## config.mk

```make
export PLATFORM = sky130hd
export DESIGN_NAME = uart_rx_os
export DESIGN_NICKNAME = d
export VERILOG_FILES = /design/src/rtl/uart_rx_os.sv
export SDC_FILE = /design/constraint.sdc
export NUM_CORES = 1
export LEC_CHECK = 0
export ABC_AREA = 1
export ABC_CLOCK_PERIOD_IN_PS = 2900
export BUFFER_PORTS_ARGS = -buffer_cell sky130_fd_sc_hd__buf_2
export CELL_PAD_IN_SITES_DETAIL_PLACEMENT = 1
export CELL_PAD_IN_SITES_GLOBAL_PLACEMENT = 1
export CORE_AREA = 2 2 61 63
export CTS_BUF_LIST = sky130_fd_sc_hd__clkbuf_4 sky130_fd_sc_hd__clkbuf_8
export DETAILED_ROUTE_END_ITERATION = 10
export DIE_AREA = 0 0 63 65
export GPL_TIMING_DRIVEN = 0
export HOLD_SLACK_MARGIN = 0.06
export PLACE_DENSITY_LB_ADDON = 0.1
export SLEW_MARGIN = 25
export SYNTH_ARGS = -nofsm -noshare
export SYNTH_HDL_FRONTEND = slang
export SYNTH_SLANG_ARGS = --single-unit
export TNS_END_PERCENT = 100
```

## constraint.sdc

```tcl
create_clock -name clk_50m -period 2.9 [get_ports clk_50m]
set_input_delay 0.29 -clock clk_50m [delete_from_list [all_inputs] [get_ports clk_50m]]
set_output_delay 0.29 -clock clk_50m [all_outputs]
set_load 0.02 [all_outputs]
```

## src/rtl/uart_rx_os.sv

```systemverilog
// ---------------------------------------------------------------------------
// uart_rx_os -- oversampling UART receiver (8N1 by default).
//
// Samples the rx line on every clken tick. Each bit is decided by a 3-sample
// majority vote around mid-bit. Single-tick start glitches are rejected.
// A bad stop bit raises frame_err, and a byte dropped while rdy is still
// set raises overrun. Received bytes go to the bus side through rdy/rdy_clr.
//
// Parameters:
//   DATA_BITS  - data bits per frame, LSB first (5..9)
//   OVERSAMPLE - clken ticks per bit period (even, >= 8)
//
// Ports:
//   clk_50m   in   system clock
//   reset     in   asynchronous, active-high reset
//   clken     in   single-cycle oversample tick
//   rx        in   asynchronous serial input, idle high
//   rdy_clr   in   one-cycle pulse: consumer has taken dout
//   dout      out  last good received byte
//   rdy       out  dout holds an unread byte
//   frame_err out  sticky: a frame arrived with a bad stop bit
//   overrun   out  sticky: a byte was dropped because rdy was still set
//   busy      out  receiver is not idle
// ---------------------------------------------------------------------------
module uart_rx_os #(
    parameter int DATA_BITS  = 8,
    parameter int OVERSAMPLE = 16
) (
    input  logic                 clk_50m,
    input  logic                 reset,
    input  logic                 clken,
    input  logic                 rx,
    input  logic                 rdy_clr,
    output logic [DATA_BITS-1:0] dout,
    output logic                 rdy,
    output logic                 frame_err,
    output logic                 overrun,
    output logic                 busy
);

    localparam int M     = OVERSAMPLE / 2;
    localparam int CNT_W = $clog2(OVERSAMPLE);
    localparam int IDX_W = $clog2(DATA_BITS);

    localparam logic [CNT_W-1:0] C_VOTE0    = CNT_W'(M - 1);
    localparam logic [CNT_W-1:0] C_VOTE1    = CNT_W'(M);
    localparam logic [CNT_W-1:0] C_VOTE2    = CNT_W'(M + 1);
    localparam logic [CNT_W-1:0] C_LAST     = CNT_W'(OVERSAMPLE - 1);
    localparam logic [IDX_W-1:0] C_LAST_BIT = IDX_W'(DATA_BITS - 1);

    typedef enum logic [2:0] {
        S_IDLE,
        S_START,
        S_DATA,
        S_STOP,
        S_BREAK
    } state_t;

    state_t               r_state;
    state_t               w_state_next;
    logic                 r_rx_meta;
    logic                 r_rx_s;
    logic [CNT_W-1:0]     r_cnt;
    logic [IDX_W-1:0]     r_bit_idx;
    logic [DATA_BITS-1:0] r_shift;
    logic [2:0]           r_vote;
    logic [DATA_BITS-1:0] r_dout;
    logic                 r_rdy;
    logic                 r_frame_err;
    logic                 r_overrun;

    logic w_maj_live;
    logic w_maj_held;
    logic w_shift_en;
    logic w_good_stop;
    logic w_bad_stop;
    logic w_cnt_clr;

    // The start and stop bits are decided on the third vote tick itself, so
    // the live synchronized sample stands in for the third vote. Data bits
    // are committed at the end of the bit from the three stored votes.
    assign w_maj_live = (r_vote[0] & r_vote[1]) | (r_vote[0] & r_rx_s) | (r_vote[1] & r_rx_s);
    assign w_maj_held = (r_vote[0] & r_vote[1]) | (r_vote[0] & r_vote[2]) | (r_vote[1] & r_vote[2]);

    // NOTE: the synchronizer resets to 1 (idle line) so that reset release
    // cannot look like a start edge.
    always_ff @(posedge clk_50m or posedge reset) begin
        if (reset) begin
            r_rx_meta <= 1'b1;
            r_rx_s    <= 1'b1;
        end else begin
            // NOTE: non-blocking assignments let r_rx_s take the old
            // r_rx_meta, which gives two real flops rather than one.
            r_rx_meta <= rx;
            r_rx_s    <= r_rx_meta;
        end
    end

    always_ff @(posedge clk_50m or posedge reset) begin
        if (reset) r_state <= S_IDLE;
        else       r_state <= w_state_next;
    end

    always_comb begin
        // NOTE: every output of this block gets a default first, so no path
        // leaves a signal unassigned and no latch is inferred.
        w_state_next = r_state;
        w_shift_en   = 1'b0;
        w_good_stop  = 1'b0;
        w_bad_stop   = 1'b0;
        if (clken) begin
            case (r_state)
                S_IDLE: begin
                    if (!r_rx_s) w_state_next = S_START;
                end
                S_START: begin
                    if (r_cnt == C_VOTE2 && w_maj_live) w_state_next = S_IDLE;
                    else if (r_cnt == C_LAST)           w_state_next = S_DATA;
                end
                S_DATA: begin
                    if (r_cnt == C_LAST) begin
                        w_shift_en = 1'b1;
                        if (r_bit_idx == C_LAST_BIT) w_state_next = S_STOP;
                    end
                end
                S_STOP: begin
                    // Early decision leaves half a bit to catch the next start.
                    if (r_cnt == C_VOTE2) begin
                        if (w_maj_live) begin
                            w_good_stop  = 1'b1;
                            w_state_next = S_IDLE;
                        end else begin
                            w_bad_stop   = 1'b1;
                            w_state_next = S_BREAK;
                        end
                    end
                end
                S_BREAK: begin
                    // A line held low reports one framing error only.
                    if (r_rx_s) w_state_next = S_IDLE;
                end
                default: w_state_next = S_IDLE;
            endcase
        end
    end

    // The counter restarts on every state change and at the end of each bit.
    assign w_cnt_clr = (r_state == S_IDLE) || (r_state == S_BREAK) ||
                       (w_state_next != r_state) || (r_cnt == C_LAST);

    always_ff @(posedge clk_50m or posedge reset) begin
        if (reset) begin
            r_cnt     <= '0;
            r_bit_idx <= '0;
            r_shift   <= '0;
            r_vote    <= 3'b111;
        end else if (clken) begin
            r_cnt <= w_cnt_clr ? '0 : r_cnt + 1'b1;

            if (r_state == S_START || r_state == S_DATA || r_state == S_STOP) begin
                if (r_cnt == C_VOTE0) r_vote[0] <= r_rx_s;
                if (r_cnt == C_VOTE1) r_vote[1] <= r_rx_s;
                if (r_cnt == C_VOTE2) r_vote[2] <= r_rx_s;
            end

            if (r_state == S_START) begin
                r_bit_idx <= '0;
            end else if (w_shift_en) begin
                r_bit_idx <= r_bit_idx + 1'b1;
                r_shift   <= {w_maj_held, r_shift[DATA_BITS-1:1]};
            end
        end
    end

    // rdy_clr is applied first, so a byte finishing in the same cycle sees
    // rdy as already cleared and the clear wins over new sticky flags.
    always_ff @(posedge clk_50m or posedge reset) begin
        if (reset) begin
            r_dout      <= '0;
            r_rdy       <= 1'b0;
            r_frame_err <= 1'b0;
            r_overrun   <= 1'b0;
        end else begin
            if (rdy_clr) begin
                r_rdy       <= 1'b0;
                r_frame_err <= 1'b0;
                r_overrun   <= 1'b0;
            end
            if (w_good_stop) begin
                if (!r_rdy || rdy_clr) begin
                    r_dout <= r_shift;
                    r_rdy  <= 1'b1;
                end else begin
                    r_overrun <= 1'b1;
                end
            end
            if (w_bad_stop && !rdy_clr) r_frame_err <= 1'b1;
        end
    end

    assign dout      = r_dout;
    assign rdy       = r_rdy;
    assign frame_err = r_frame_err;
    assign overrun   = r_overrun;
    assign busy      = (r_state != S_IDLE);

endmodule
```

==> results.py, run 1 <==
metrics = {
    "floorplanning": {
        "initial_core_util_pct": 47.9,
        "die-area_um2": 4100,
        "core-area_um2": 3500,
        "fp.dieW_um": 63,
        "die_y_um": 65,
        "pin_count": 17,
        "rows": 22,
    },
    "route": {
        "via_count": 1265,
        "drt-wirelength-per-cell_um": 13.7,
        "ant_nets": 0,
        "drcViolationCount": 0,
        "firstDrtPassIters": 3,
        "detail_route.vias_per_cell": 4.98,
        "drt_iter0_markers": 30,
        "routed_wl_um": 3480,
    },
    "setup_path": {
        "cp-end-kind": "output pin",
        "worstSetupPathType": "reg -> out",
        "reg2reg_depth": 10,
        "startpoint_type": "flop",
        "worstPathRequired_ns": 2.61,
        "arrival_ns": 1.38,
        "critPathMaxFanout": 5,
    },
    "timing": {
        "rsz0062_at_grt": "false",
        "period_share_pct": 57.6,
        "max_freq_mhz": 598,
        "setup_viol": 0,
        "fin_worst_skew_ns": 0.00962,
        "hold_viol": 0,
        "period_needed_ns": 1.67,
        "fin_ws_ns": 1.23,
        "fin_tns_setup_ns": 0,
        "slew_viol_final": 0,
        "slew_headroom_pct": 52.8,
        "worstMarginPinSlew_ns": 0.707,
    },
    "synth": {
        "synth.distinct_cells": 29,
        "synth-xor-area-share_pct": 1.05,
        "postSynthAreaPerCell_um2": 9.25,
        "synth_top_family_by_area": "simple AND/OR/NAND/NOR gates",
        "syn_nets": 191,
        "synth_area_leaders": "dfrtp_1 43%, nand2_1 9.4%, dfstp_2 7.8%",
        "synth_compound_area_share_pct": 12.6,
        "synthMuxAreaShare_pct": 0.897,
        "synth_edf_count": 0,
        "ys_warn_count": 0,
        "netlist_area_um2": 1670,
        "yosys.area_share.simple_pct": 21.6,
        "synthAdderAreaFrac_pct": 4.33,
        "synthFlopType": "dfrtp_1",
        "ys_ff_latch": 34,
        "synth_top_area_cell": "dfrtp_1",
        "synth_top_cell_area_share_pct": 43.3,
        "synthArstFlopShare_pct": 100,
        "ys_seq_area_share_pct": 51.2,
        "netlist_instances": 181,
    },
    "layout": {
        "n_antenna_cell": 0,
        "area_growth_syn_to_layout_pct": 12.8,
        "final_cell_mix": "42 x nand2_1, 29 x dfrtp_1, 26 x inv_1",
        "drive_gt1_share_pct": 27.2,
        "fin_nets": 215,
        "fillers": 441,
        "final_common_cell": "nand2_1",
    },
    "cts": {
        "clkLatencyLatePin_ns": 0.34,
        "hold_buffers": 1,
        "clk_path_buf_depth": 2,
        "htreeDepth": 2,
        "cts_tree": "built",
        "ctsRootBufferMaster": "clkbuf_4",
        "path_clk_slew_ns": 0.11,
        "clock_sinks": 34,
        "post_cts_resized": 0,
        "post_cts_buffers": 0,
        "cts-buffers-inserted": 5,
    },
    "place": {
        "port-buffer-count": 16,
        "gp_congestion": 0.890,
        "dp_hpwl_um": 2700,
        "dp_slack_ns": 1.28,
    },
    "job": {
        "cap_viol_max_count": 0,
    },
    "power_and_ir_drop": {
        "p_leak_nw": 0.959,
        "power_density_nw_per_um2": 543,
        "vdd_drop_max_v": 0.000296,
    },
    "global_route": {
        "grt_pass1_wl_um": 6230,
        "grt_pass1_vias": 1380,
        "antenna_found_initial": 0,
        "grt_overflow": 0,
        "grt_max_degree": 35,
        "grt_use_total_pct": 20.0,
    },
    "status": {
        "status": "completed",
    },
    "hold_path": {
        "hold_path_class": "in -> async",
    },
}
-- state kept, by name, indices dropped and copies added (netlist names), 3 cells and up --
name       flops
r_vote         3
r_shift        8
dout           8
r_state        3
r_cnt          4
r_bit_idx      3
-- path summary, 6_finish.rpt --
kind	slack, ns	start	to
setup / recovery	1.23	r_state[0]$_DFF_PP0_	busy
hold / removal	0.05	reset	dout[0]$_DFFE_PP0P_
setup reg to reg	1.28	r_cnt[1]$_DFFE_PP0P_	dout[3]$_DFFE_PP0P_
hold reg to reg	0.35	r_rx_meta$_DFF_PP1_	r_rx_s$_DFF_PP1_
max in group asynchronous	2.39	reset	dout[3]$_DFFE_PP0P_
min in group clk_50m	0.11	rdy_clr	frame_err$_DFFE_PP0P_
-- routing by layer --
metal	vias up	GRT usage [%]	share of wire, %
li1	628	-	-
met1	613	21.9	42
met2	15	36.2	53
met3	9	5.38	3.1
met4	0	8.89	2.2
met5	-	0	0
-- critical path: stages (launching register included) --
cell and delay [ns]:
dfrtp_1 0.44, nor2_1 0.35, nand2_1 0.08, buf_2 0.17
-- synthesized netlist by cell type, types with 2 or more instances --
cell     count
nand2_4      2
o21ai_0     13
ha_1         5
xor2_1       2
buf_6        2
inv_1       27
nand4_1      4
nand2_1     42
dfrtp_1     29
nor2_1       7
o21ai_2      7
o21ai_1      4
inv_2        3
nand3_2      6
a21oi_1      5
a22o_1       2
dfstp_2      5
nand3_1      5
-- logic make-up after synthesis --
kind of cell               after synthesis
and+or+nand+nor                         71
AOI/OAI and AO/OA                       34
muxes                                    1
adders and majority gates                6
buffers and inverters                   33
DFF                                     34
xor gates and xnor gates                 2
-- per-stage QoR --
stage          power, W  cells  cell area [um^2]  utilization, %  hold WS, ns
2_1_floorplan  0.000698    181              1670               -        0.294
3_3_place_gp   0.000746    245              1810            51.9        0.347
3_5_place_dp   0.000758    245              1810            51.9        0.350
4_1_cts         0.00104    254              1890            54.0       0.0605
5_1_grt         0.00110    254              1890            54.0       0.0796
6_report        0.00103    254              1890            54.0       0.0489
-- power breakdown --
| part | internal [W] | leakage (nW) | switching [W] |
|---|---|---|---|
| Sequential | 0.000502 | 0.448 | 0.0000341 |
| Combinational | 0.0000692 | 0.477 | 0.000143 |
| Clock | 0.000116 | 0.0343 | 0.000161 |
| Total | 0.000688 | 0.959 | 0.000338 |
-- layout make-up --
cell class / instances / area (um^2) / share of cell area, %
Tap cell: 48 / 60.1 / 3.18
Multi-Input combinational cell: 114 / 678 / 35.9
Clock buffer: 6 / 51.3 / 2.72
Clock inverter: 2 / 12.5 / 0.663
Sequential cell: 34 / 857 / 45.4
Timing Repair Buffer: 17 / 90.1 / 4.77
Inverter: 30 / 113 / 5.96
Buffer: 3 / 26.3 / 1.39
(Power assumes the default switching activity.)
==> run 2, diff against run 1 <==
Settings changed: ABC_CLOCK_PERIOD_IN_PS 2900 to 1750, CORE_AREA 2 2 61 63 to 2 2 64 66, DIE_AREA 0 0 63 65 to 0 0 66 68.
Clock period 2.9 ns to 1.75 ns, I/O delays scaled along.
==> run 2 against run 1 <==
- global-route usage fell by 1.6 points
- hold slack better by 0.22 ns
- die area up 9.6%
- clock power rose to 3.1 times the previous value
- via count is 2.1% higher
- sequential power increased by 65%
- sequential share of layout area is 2.3 points lower
- count of clock-buffer cells in the layout shrank 1
- wire length up 2.1%
- first-iteration DRC count is 40% lower
- total power grew 110%
- core utilization is 2.5 points lower
==> results.py, run 2 (synthesized netlist as in run 1, its figures left out) <==
metrics = {
    "setup_path": {
        "r2r_start": "r_cnt[1]$_DFFE_PP0P_",
        "arrival_ns": 1.78,
        "rrSetupSlack_ns": 0.15,
        "startpoint_type": "flop",
        "reg2reg_depth": 8,
        "worstPathRequired_ns": 1.93,
        "worstSetupPathType": "reg -> reg",
        "r2r_end": "dout[0]$_DFFE_PP0P_",
        "cp-end-kind": "flop",
        "critPathMaxFanout": 6,
    },
    "layout": {
        "area_growth_syn_to_layout_pct": 18.7,
        "fin_nets": 217,
        "final_common_cell": "nand2_1",
        "final_cell_mix": "42 x nand2_1, 29 x dfrtp_1, 26 x inv_1",
        "n_antenna_cell": 0,
        "design_area_um2": 1990,
        "final_util_pct": 51.5,
        "drive_gt1_share_pct": 27.4,
        "final_cell_count_no_fill": 258,
    },
    "power_and_ir_drop": {
        "netSwitchingPower_w": 0.000588,
        "power_density_nw_per_um2": 1060,
        "p_leak_nw": 0.999,
        "internal_power_w": 0.00152,
        "power_frac_comb_pct": 17.0,
        "pwr-share-seq_pct": 42.0,
        "vdd_drop_max_v": 0.000852,
        "swShare_pct": 27.8,
        "power.share.clock_pct": 40.9,
    },
    "route": {
        "drt-wirelength-per-cell_um": 13.8,
        "detail_route.vias_per_cell": 5.00,
        "via_count": 1291,
        "firstDrtPassIters": 4,
        "routed_wl_um": 3560,
        "drt_iter0_markers": 18,
        "drcViolationCount": 0,
        "ant_nets": 0,
    },
    "timing": {
        "max_freq_mhz": 623,
        "fin_worst_skew_ns": 0.00968,
        "hold_viol": 0,
        "rsz0062_at_grt": "false",
        "setup_viol": 0,
        "fin_ws_ns": 0.145,
        "slew_headroom_pct": 53.2,
        "slew_viol_final": 0,
        "fin_tns_setup_ns": 0,
        "worstMarginPinSlew_ns": 0.700,
        "period_needed_ns": 1.60,
        "period_share_pct": 91.7,
    },
    "cts": {
        "ctsRootBufferMaster": "clkbuf_8",
        "clkLatencyLatePin_ns": 0.29,
        "clk_path_buf_depth": 2,
        "clock_sinks": 34,
        "cts_tree": "built",
        "cts-buffers-inserted": 5,
        "htreeDepth": 2,
        "path_clk_slew_ns": 0.08,
        "post_cts_buffers": 0,
    },
    "place": {
        "dp_slack_ns": 0.151,
        "dp.cells": 247,
        "port-buffer-count": 16,
        "placed_cell_area_um2": 1820,
        "dp_hpwl_um": 2680,
        "gp_congestion": 0.776,
    },
    "global_route": {
        "grt_pass1_wl_um": 6190,
        "grt_use_total_pct": 18.4,
        "grt_overflow": 0,
        "antenna_found_initial": 0,
        "grt_pass1_vias": 1358,
        "grt_max_degree": 35,
    },
    "floorplanning": {
        "core-area_um2": 3860,
        "pin_count": 17,
        "die-area_um2": 4490,
        "die_y_um": 68,
        "rows": 23,
        "initial_core_util_pct": 43.4,
        "fp.dieW_um": 66,
    },
    "job": {
        "cap_viol_max_count": 0,
    },
    "hold_path": {
        "hold_path_class": "in -> reg",
        "min_from": "clken",
        "min_to": "rdy$_DFF_PP0_",
        "hold_depth": 3,
    },
    "status": {
        "status": "completed",
    },
}
[run 2: worst max path at each step]
stage	start	endpoint	slack (ns)
5_1_grt	r_cnt[1]$_DFFE_PP0P_	dout[2]$_DFFE_PP0P_	0.002
3_3_place_gp	r_cnt[0]$_DFFE_PP0P_	r_bit_idx[1]$_DFFE_PP0P_	0.19
2_1_floorplan	r_cnt[1]$_DFFE_PP0P_	dout[0]$_DFFE_PP0P_	0.31
6_report	r_cnt[1]$_DFFE_PP0P_	dout[0]$_DFFE_PP0P_	0.15
4_1_cts	r_cnt[0]$_DFFE_PP0P_	r_cnt[2]$_DFFE_PP0P_	0.12
3_5_place_dp	r_cnt[0]$_DFFE_PP0P_	r_bit_idx[1]$_DFFE_PP0P_	0.15
[run 2: power groups by stage]
| stage | registers (W) | logic (W) | clock network (W) |
|---|---|---|---|
| after global placement | 0.000897 | 0.000332 | 0 |
| after floorplan | 0.000887 | 0.000269 | 0 |
| after global routing | 0.000893 | 0.000413 | 0.000915 |
| after detailed placement | 0.000901 | 0.000354 | 0 |
| after CTS | 0.000886 | 0.000364 | 0.000884 |
| final | 0.000887 | 0.000360 | 0.000864 |
[run 2: layer usage]
metal / vias to the layer above / routed length (um) / part of all wire (%) / track usage (%)
li1: 636 / - / - / -
met1: 629 / 1590 / 45 / 21.9
met2: 22 / 1810 / 51 / 33.7
met3: 4 / 115 / 3.2 / 3.95
met4: 0 / 31 / 0.87 / 5.36
met5: - / 0 / 0 / 0
[run 2: layout make-up]
cell class / count / area, um^2
flip-flops and latches: 34 / 857
repair buffers: 19 / 110
clock buffers: 5 / 68.8
clock inverters: 3 / 68.8
fillers: 462 / 1870
well taps: 50 / 62.6
multi-input cells: 114 / 681
inverters: 30 / 113
plain buffers: 3 / 26.3
[run 2: metrics by stage]
| step | hold slack, ns | power (W) |
|---|---|---|
| 2_1_floorplan | 0.179 | 0.00116 |
| 3_3_place_gp | 0.282 | 0.00123 |
| 3_5_place_dp | 0.282 | 0.00126 |
| 4_1_cts | 0.271 | 0.00213 |
| 5_1_grt | 0.296 | 0.00222 |
| 6_report | 0.273 | 0.00211 |
[run 2: critical path, cell delays in order (launching register included)]
cell and delay, ns:
dfrtp_1 0.42, inv_1 0.09, ha_1 0.16, nand3_2 0.10
inv_2 0.11, nand4_2 0.15, inv_2 0.10, nand2_4 0.07
mux2_4 0.30
[run 2: timing repair]
item,4_1_cts,5_1_grt
resized for setup,0,1
hold buffers,3,0
endpoints found under the hold margin,31,0
endpoints found under the setup margin,0,1
==> run 3, diff against run 2 <==
Settings changed: GPL_TIMING_DRIVEN 0 to default.
==> run 3 against run 2 <==
- wire length increased by 4.3%
- largest power group unchanged
- register-to-register slack got worse by 0.04 ns
- hold slack got worse by 0.053 ns
- cell count increased by 0.39%
- flip-flop and latch count did not move
- via count up 0.23%
- count of clock-buffer cells in the layout up 2
- critical path type unchanged
- critical path depth stayed put
- combinational power up 3%
- setup slack worse by 0.040 ns
- highest routed layer unchanged
- sequential share of layout area is 0.14 points higher
- core utilization down 0.16 points
==> results.py, run 3 (synthesized netlist as in run 1, its figures left out) <==
metrics = {
    "setup_path": {
        "worstSetupPathType": "reg -> reg",
        "critPathBufInv": 3,
        "worstPathRequired_ns": 1.92,
        "startpoint_type": "flop",
        "path_cells": "inv_1, ha_1, nand3_2, inv_4, nand4_4, inv_2, nand2_8, mux2_4",
        "startpoint": "r_cnt[1]$_DFFE_PP0P_",
        "r2r_start": "r_cnt[1]$_DFFE_PP0P_",
        "critPathMaxStageDelay_ns": 0.42,
        "crit_family": "flip-flops",
        "crit_slowest_cell": "dfrtp_1",
        "cp-end-kind": "flop",
        "critPathMaxFanout": 13,
        "arrival_ns": 1.82,
    },
    "route": {
        "drt_iter0_markers": 40,
        "via_count": 1294,
        "firstDrtPassIters": 4,
        "drt-wirelength-per-cell_um": 14.3,
        "ant_nets": 0,
        "detail_route.vias_per_cell": 5.00,
        "drcViolationCount": 0,
        "routed_wl_um": 3710,
    },
    "cts": {
        "clkLatencyLatePin_ns": 0.29,
        "ctsRootBufferMaster": "clkbuf_8",
        "clk_path_buf_depth": 2,
        "path_clk_slew_ns": 0.07,
        "cts-buffers-inserted": 5,
        "htreeDepth": 2,
        "clock_sinks": 34,
        "cts_tree": "built",
    },
    "floorplanning": {
        "die-area_um2": 4490,
        "initial_core_util_pct": 43.4,
        "fp.dieW_um": 66,
        "pin_count": 17,
        "rows": 23,
        "core-area_um2": 3860,
        "die_y_um": 68,
    },
    "power_and_ir_drop": {
        "vdd_drop_max_v": 0.000476,
        "netSwitchingPower_w": 0.000583,
        "power_frac_comb_pct": 19.7,
        "p_leak_nw": 0.995,
        "pwr-share-seq_pct": 47.7,
        "power.share.clock_pct": 32.6,
        "internal_power_w": 0.00129,
        "power.total_w": 0.00187,
        "power_density_nw_per_um2": 946,
        "swShare_pct": 31.1,
    },
    "global_route": {
        "grtUsageMet3_pct": 5.43,
        "use_met2_pct": 30.7,
        "grt_max_degree": 35,
        "grt_pass1_wl_um": 6170,
        "met1_usage_pct": 24.2,
        "busiest_layer": "met2",
        "grt_use_total_pct": 19.0,
        "grt_overflow": 0,
        "antenna_found_initial": 0,
        "grt_pass1_vias": 1310,
    },
    "timing": {
        "period_share_pct": 94.0,
        "worstMarginPinSlew_ns": 0.421,
        "fin_worst_skew_ns": 0.00340,
        "period_needed_ns": 1.64,
        "slew_headroom_pct": 71.9,
        "setup_viol": 0,
        "slew_viol_final": 0,
        "hold_viol": 0,
        "max_freq_mhz": 608,
        "timing.hold.ws_ns": 0.219,
    },
    "place": {
        "gp_congestion": 0.822,
        "port-buffer-count": 16,
        "dp_hpwl_um": 2760,
        "placed_cell_area_um2": 1810,
        "dp.cells": 247,
    },
    "layout": {
        "area_growth_syn_to_layout_pct": 18.3,
        "design_area_um2": 1980,
        "drive_gt1_share_pct": 28.2,
        "final_cell_mix": "42 x nand2_1, 29 x dfrtp_1, 27 x inv_1",
        "n_antenna_cell": 0,
        "final_common_cell": "nand2_1",
        "fin_nets": 218,
        "final_cell_count_no_fill": 259,
    },
    "job": {
        "cap_viol_max_count": 0,
    },
    "status": {
        "status": "completed",
    },
    "hold_path": {
        "hold_path_class": "in -> reg",
        "min_from": "clken",
    },
}
run 3: final timing paths:
check | slack [ns] | end | depth (start not counted)
max | 0.11 | dout[0]$_DFFE_PP0P_ | 8
min | 0.22 | r_cnt[3]$_DFFE_PP0P_ | 2
max in group asynchronous | 0.89 | r_rx_meta$_DFF_PP1_ | 4
max reg2reg | 0.11 | dout[0]$_DFFE_PP0P_ | 8
min in group asynchronous | 0.51 | r_bit_idx[0]$_DFFE_PP0P_ | 4
min reg2reg | 0.36 | r_rx_s$_DFF_PP1_ | 0
run 3: final cells by class:
| class | count | area [um^2] |
|---|---|---|
| clock inverter | 1 | 5.00 |
| fill | 472 | 1880 |
| clock buffer | 7 | 90.1 |
| timing repair buffer | 23 | 140 |
| sequential | 34 | 857 |
| tap | 50 | 62.6 |
| multi-input combinational | 114 | 711 |
| inverter | 30 | 115 |
run 3: per-stage QoR:
step	util [%]	TNS [ns]	setup slack (ns)
after floorplan	-	0	0.308
after global placement	47.0	0	0.113
after detailed placement	47.0	0	0.0755
after CTS	50.3	0	0.0539
after global routing	51.4	-0.00349	-0.00349
final	51.4	0	0.105
run 3: worst register-to-register path, stage by stage (launching register included):
cell     delay [ns]
dfrtp_1        0.42
inv_1          0.10
ha_1           0.16
nand3_2        0.11
inv_4          0.12
nand4_4        0.11
inv_2          0.11
nand2_8        0.10
mux2_4         0.31
run 3: repair_timing:
action,CTS,global route
resized for setup,0,6
setup buffers,0,1
endpoints found under the setup margin,0,6
endpoints found under the hold margin,31,0
hold buffers,3,0
run 3: routing by layer:
layer  part of all wire [%]  up-vias
met5                      0        -
met1                     46      630
li1                       -      640
met2                     49       19
met4                    1.4        0
met3                    3.6        5
run 3: power groups by stage:
stage	clock, W	sequential [W]	combinational (W)
4_1_cts	0.000630	0.000888	0.000372
2_1_floorplan	0	0.000887	0.000269
3_3_place_gp	0	0.000896	0.000339
3_5_place_dp	0	0.000903	0.000365
6_report	0.000611	0.000893	0.000369
5_1_grt	0.000664	0.000898	0.000430
